`src/rtl/snes_pkg.sv`:
```
// snes_pkg: shared state encoding, frame geometry and button map for the SNES pad responder
package snes_pkg;

    typedef enum logic [1:0] {
        IDLE  = 2'd0,
        LATCH = 2'd1,
        SHIFT = 2'd2,
        DONE  = 2'd3
    } snes_state_t;

    localparam int SNES_FRAME_BITS  = 16;
    localparam int SNES_BUTTON_BITS = 12;

    localparam int BTN_B      = 0;
    localparam int BTN_Y      = 1;
    localparam int BTN_SELECT = 2;
    localparam int BTN_START  = 3;
    localparam int BTN_UP     = 4;
    localparam int BTN_DOWN   = 5;
    localparam int BTN_LEFT   = 6;
    localparam int BTN_RIGHT  = 7;
    localparam int BTN_A      = 8;
    localparam int BTN_X      = 9;
    localparam int BTN_L      = 10;
    localparam int BTN_R      = 11;

    // Trailing four bits of a standard pad always read released
    localparam logic [3:0] SNES_PAD_ID = 4'b1111;

    // Wire-level frame: active-low buttons, B in bit 0, pad ID on top
    function automatic logic [SNES_FRAME_BITS-1:0] snes_frame(input logic [SNES_BUTTON_BITS-1:0] b);
        return {SNES_PAD_ID, ~b};
    endfunction

endpackage

```
`src/rtl/snes_sync_edge.sv`:
```
// snes_sync_edge: multi-stage synchronizer for an async pin with one-cycle rise/fall pulses
module snes_sync_edge #(
    parameter int SYNC_STAGES = 2
) (
    input  logic clk,
    input  logic reset,
    input  logic async_in,
    output logic level,
    output logic rise,
    output logic fall
);

    logic [SYNC_STAGES-1:0] sync;
    logic                   prev;

    // Shift the pin through the synchronizer, then keep one delayed copy for edge detection
    always_ff @(posedge clk) begin
        if (reset) begin
            sync <= '0;
            prev <= 1'b0;
        end else begin
            sync <= {sync[SYNC_STAGES-2:0], async_in};
            prev <= sync[SYNC_STAGES-1];
        end
    end

    assign level = sync[SYNC_STAGES-1];
    assign rise  = level & ~prev;
    assign fall  = ~level & prev;

endmodule

```
`src/rtl/snes_pad_responder.sv`:
```
// snes_pad_responder: pad-side SNES serial responder that latches buttons and shifts them out active-low
module snes_pad_responder
    import snes_pkg::*;
#(
    parameter int SYNC_STAGES    = 2,
    parameter int TIMEOUT_CYCLES = 2400000,
    parameter int TO_WIDTH       = 22
) (
    input  logic                        clk,
    input  logic                        reset,
    input  logic                        snes_clk,
    input  logic                        data_latch,
    input  logic [SNES_BUTTON_BITS-1:0] buttons,
    output logic                        serial_data,
    output logic                        frame_done,
    output logic                        busy
);

    snes_state_t                state;
    logic [3:0]                 bit_idx;
    logic [SNES_FRAME_BITS-1:0] shift_reg;
    logic [TO_WIDTH-1:0]        to_cnt;
    logic                       clk_level, clk_rise, clk_fall;
    logic                       latch_level, latch_rise, latch_fall;
    logic                       any_edge, timed_out;
    logic                       unused_levels;
    logic [SNES_FRAME_BITS-1:0] frame;

    snes_sync_edge #(.SYNC_STAGES(SYNC_STAGES)) u_clk_sync (
        .clk      (clk),
        .reset    (reset),
        .async_in (snes_clk),
        .level    (clk_level),
        .rise     (clk_rise),
        .fall     (clk_fall)
    );

    snes_sync_edge #(.SYNC_STAGES(SYNC_STAGES)) u_latch_sync (
        .clk      (clk),
        .reset    (reset),
        .async_in (data_latch),
        .level    (latch_level),
        .rise     (latch_rise),
        .fall     (latch_fall)
    );

    assign unused_levels = clk_level ^ latch_level;
    assign frame         = snes_frame(buttons);
    assign any_edge      = clk_rise | clk_fall | latch_rise | latch_fall;
    assign timed_out     = to_cnt == TO_WIDTH'(TIMEOUT_CYCLES);

    // Frame FSM with saturating inactivity timeout; latch_rise restarts from any state
    always_ff @(posedge clk) begin
        if (reset) begin
            state       <= IDLE;
            serial_data <= 1'b1;
            frame_done  <= 1'b0;
            busy        <= 1'b0;
            bit_idx     <= '0;
            shift_reg   <= '1;
            to_cnt      <= '0;
        end else begin
            frame_done <= 1'b0;
            to_cnt     <= any_edge ? '0 : (state != IDLE && !timed_out) ? to_cnt + 1'b1 : to_cnt;
            if (latch_rise) begin
                state       <= LATCH;
                shift_reg   <= frame;
                bit_idx     <= '0;
                serial_data <= frame[0];
                busy        <= 1'b1;
            end else if (state != IDLE && timed_out && !any_edge) begin
                state       <= IDLE;
                serial_data <= 1'b1;
                busy        <= 1'b0;
            end else begin
                case (state)
                    LATCH: begin
                        shift_reg   <= frame;
                        serial_data <= frame[0];
                        if (latch_fall) state <= SHIFT;
                    end
                    SHIFT: begin
                        if (clk_rise) begin
                            if (bit_idx == 4'(SNES_FRAME_BITS - 1)) begin
                                state       <= DONE;
                                serial_data <= 1'b0;
                                frame_done  <= 1'b1;
                                busy        <= 1'b0;
                            end else begin
                                bit_idx     <= bit_idx + 1'b1;
                                shift_reg   <= {1'b1, shift_reg[SNES_FRAME_BITS-1:1]};
                                serial_data <= shift_reg[1];
                            end
                        end
                    end
                    DONE:    serial_data <= 1'b0;
                    default: serial_data <= 1'b1;
                endcase
            end
        end
    end

endmodule

```
`config.mk`:
```
export PLATFORM = sky130hd
export DESIGN_NAME = snes_pad_responder
export DESIGN_NICKNAME = d
export VERILOG_FILES = /design/src/rtl/snes_pkg.sv /design/src/rtl/snes_sync_edge.sv /design/src/rtl/snes_pad_responder.sv
export SDC_FILE = /design/constraint.sdc
export NUM_CORES = 1
export LEC_CHECK = 0
export CELL_PAD_IN_SITES_DETAIL_PLACEMENT = 1
export CELL_PAD_IN_SITES_GLOBAL_PLACEMENT = 2
export CORE_ASPECT_RATIO = 0.7
export CORE_UTILIZATION = 32
export DETAILED_ROUTE_END_ITERATION = 8
export PLACE_DENSITY_LB_ADDON = 0.15
export SYNTH_ARGS = -nofsm -noshare
export SYNTH_HDL_FRONTEND = slang
export SYNTH_SLANG_ARGS = --single-unit
```
`constraint.sdc`:
```
create_clock -name clk -period 1.9 [get_ports clk]
set_clock_uncertainty 0.15 [all_clocks]
set_input_delay 0.38 -clock clk [delete_from_list [all_inputs] [get_ports clk]]
set_output_delay 0.38 -clock clk [all_outputs]
set_load 0.01 [all_outputs]
```
==> flow_summary.yaml <==
synth:
  synth_area_leaders: "sky130_fd_sc_hd__dfxtp_1 (40%), sky130_fd_sc_hd__ha_1 (5.2%), sky130_fd_sc_hd__nor2_1 (4.8%)"
  leading_register_cell_type_out_of_synthesis: "sky130_fd_sc_hd__dfxtp_1"
  combined_area_of_all_synthesized_cells_mm2: 0.00240
  synth-seq-area-share_pct: 40.0
  synth-async-reset-ratio_pct: 0
  yosysTopAreaCell: "sky130_fd_sc_hd__dfxtp_1"
  synth.net_count: 292
  flip_flop_and_latch_count_after_synthesis: 48
  synth_largest_type_area_fraction_pct: 40.0
  total_number_of_yosys_warnings: 0
  cells_after_synth: 266
  syn_avg_cell_area_um2: 9.03
  netlist-cell-type-count: 45
  synth_edf_count: 0
global_routing:
  global_route.peak_usage_layer: "met2"
  globalRouteTotalUtil_pct: 17.0
  grt_start_max_net_pins: 25
  antenna_found_initial: 0
  grt.met2_usage_pct: 26.6
  first_global_vias: 2059
  grt_pass1_wl_um: 10400
  globalRouteMet1Util_pct: 24.1
  global_route.overflow_total: 0
  use_met3_pct: 3.51
timing:
  timing.final.ws_setup_ps: -126
  report.final.setup_viol: 20
  timing.max_slew.rel_slack_pct: 78.7
  rsz0062_at_grt: "true"
  finalWorstPathRequiredPeriod_ps: 2030
  fin_max_slew_vios: 0
  timing.setup.tns_ps: -1500
  tightest_slew_ps: 315
  maxClockFrequency_mhz: 494
  hold_violations: 0
  post-route-period-util_pct: 107
floorplan:
  dieArea_mm2: 0.00786
  die_height_um: 74.5
  width_of_the_chip_um: 106
  initial_core_util_pct: 32.9
  cell_rows: 26
  core_area_mm2: 0.00729
  ios: 19
cells_and_area:
  fillCellCount: 834
  area_delta_synth_final_pct: 51.8
  area.sequential_um2: 980
  layout.nets: 370
  area_of_the_multi_input_gates_mm2: 0.00160
  num_antenna_cells: 0
  final_design_area_excluding_fillers_mm2: 0.00364
  largest_register_ff_count: 22
  layout-drive-gt1-share_pct: 39.7
placement:
  placed_area_mm2: 0.00310
  detailedPlacementHpwl_um: 4620
  port-buffer-count: 18
  finalWeightedCongestion: 0.758
power_and_ir_drop:
  power.ir.vdd_worst_v: 0.000307
  switching_power_mw: 0.571
  power.static_leakage_nw: 1.33
  internal-power_mw: 1.65
  p_comb_share_pct: 17.2
  power.share.switching_pct: 25.7
  power_per_cell_area_mw_per_mm2: 609
  p_clk_share_pct: 34.9
  seqPwrFrac_pct: 47.8
worst_setup_path:
  worstReg2RegStart: "state[1]"
  r2r_end: "shift_reg[3]"
  worst_path_max_delay_cell: "sky130_fd_sc_hd__dfxtp_2"
  arrival_ps: 2080
  cp_max_fo: 5
  reg2reg_setup_slack_ps: -130
  criticalPathCategory: "reg -> reg"
  timing.critical_path.cells: "inv_2 > ha_4 > nor4b_4 > nand3_2 > o21ai_4 > clkbuf_16 > a211oi_2 > a211o_1"
  highest_cell_delay_on_the_worst_timing_path_ps: 370
  timing.critical_path.from_type: "flop"
  cp_data_required_time_ps: 1960
  reg2regPathDepth: 8
  timing.critical_path.to_type: "flop"
drt:
  viasPerCell: 5.00
  via_count: 2213
  postRouteAntennaNets: 0
  drt-wirelength-per-cell_um: 15.1
  route.detailed.drc: 0
  dr.first_iter.drc_count: 30
  firstDrtPassIters: 4
  detail_route.wirelength_um: 6680
run_status:
  failed_checks: "negative setup slack"
  outcome: "finished with violations"
worst_hold_path:
  timing.hold.worst.class: "reg -> reg"
  min_from: "u_latch_sync.sync[0]"
  hold_path_end: "u_latch_sync.sync[1]"
  min_delay_path_depth: 1
clocking:
  cts.htree.levels: 2
  cts_tree: "done"
  cts_made_buffers: 5
  clock_latency_ps: 310
  cts.hold.buffers_added: 0
  cts.reportedPaths.clkPinSlew_ps: 100
  clock_path_buffers: 2
  clock-sinks: 48
  root_buffer: "sky130_fd_sc_hd__clkbuf_8"
job:
  timing.max_cap.violations: 0
through the flow:
stage | utilization [%] | setup WS [ps] | hold slack (ps) | cells | power [mW]
floorplan | - | -12.6 | 264 | 266 | 1.23
global placement | 42.5 | -183 | 274 | 421 | 1.36
detailed placement | 42.5 | -185 | 281 | 421 | 1.37
CTS | 46.7 | -99.9 | 307 | 434 | 2.20
global route | 50.0 | -185 | 314 | 443 | 2.33
finish | 50.0 | -126 | 302 | 443 | 2.22
cell families after synthesis:
kind of cell	count (synthesis)	share of synthesized area (%)
simple gates	113	28.9
compound gates	60	17.3
flops	48	40.0
buf+inv	23	4.17
xor+xnor	12	4.38
fa+ha+maj	10	5.21
how the worst max path moves through the flow:
stage	cells after the start	start	endpoint
final	8	state[1]	shift_reg[3]
after global routing	10	to_cnt[0]	bit_idx[0]
after CTS	8	u_latch_sync.prev	shift_reg[7]
after detailed placement	4	reset	to_cnt[2]
after global placement	4	reset	to_cnt[2]
after floorplan	8	u_latch_sync.sync[1]	shift_reg[4]
synth_stat cells (all sizes together) (2+ instances only):
cell type and instances:
nor4b 7, xor2 5, clkbuf 7, o31ai 2, o211ai 2, and4 2, a211o 10, ha 10
or2 2, nor4 2, nor3 4, a31oi 2, nor2 31, inv 12, nand4 10, dfxtp 48
nand2 10, and3 6, or4 3, a211oi 13, buf 4, a21oi 14, xnor2 7, nor2b 6
o21ai 15, nand2b 3, or3 10, nand3 13
what timing repair did:
item	in CTS	in global routing
resized for setup	32	39
endpoints found under the setup margin	26	31
setup buffers	5	8
cloned	1	2
pin swaps	15	26
routing by layer:
layer | wire length (µm) | part of all wire (%) | vias up
met5 | 0 | 0 | -
met4 | 50 | 0.75 | 0
met3 | 145 | 2.2 | 5
met2 | 2880 | 43 | 18
met1 | 3610 | 54 | 1066
li1 | - | - | 1124
layout make-up:
cell class                 count  area share (%)
clock inverter                 3            1.30
clock buffer                   5            1.89
tap                           98            3.36
timing repair buffer          82            21.5
multi-input combinational    195            43.8
inverter                      12            1.30
sequential                    48            26.9
worst max-delay path: cells and delay by family (launching register included):
family,cells,cell delay (ps)
AO/OA/AOI/OAI,3,540
adder cells (fa/ha/maj),1,170
buffers and inverters,2,260
flip-flops,1,370
AND/OR/NAND/NOR,2,440
power by group through the flow:
stage,sequential [mW],combinational (mW),clock (mW)
5_1_grt,1.07,0.413,0.852
4_1_cts,1.06,0.327,0.808
3_3_place_gp,1.08,0.279,0
3_5_place_dp,1.08,0.286,0
6_report,1.06,0.383,0.776
2_1_floorplan,1.08,0.152,0
placed cells by master (no fill, tap or decap), types with 7 or more instances in the layout:
cell / count
sky130_fd_sc_hd__a21oi_1: 9
sky130_fd_sc_hd__dfxtp_2: 9
sky130_fd_sc_hd__a211o_1: 10
sky130_fd_sc_hd__dfxtp_1: 37
sky130_fd_sc_hd__o21ai_0: 8
sky130_fd_sc_hd__clkdlybuf4s50_1: 18
sky130_fd_sc_hd__nand3_1: 10
sky130_fd_sc_hd__nand4_1: 8
sky130_fd_sc_hd__buf_4: 50
sky130_fd_sc_hd__buf_6: 8
sky130_fd_sc_hd__nand2_1: 10
sky130_fd_sc_hd__nor2_1: 29
sky130_fd_sc_hd__xnor2_1: 7
sky130_fd_sc_hd__or3_1: 10
sky130_fd_sc_hd__a211oi_2: 7
No activity file was read; power rests on OpenSTA's default activity.
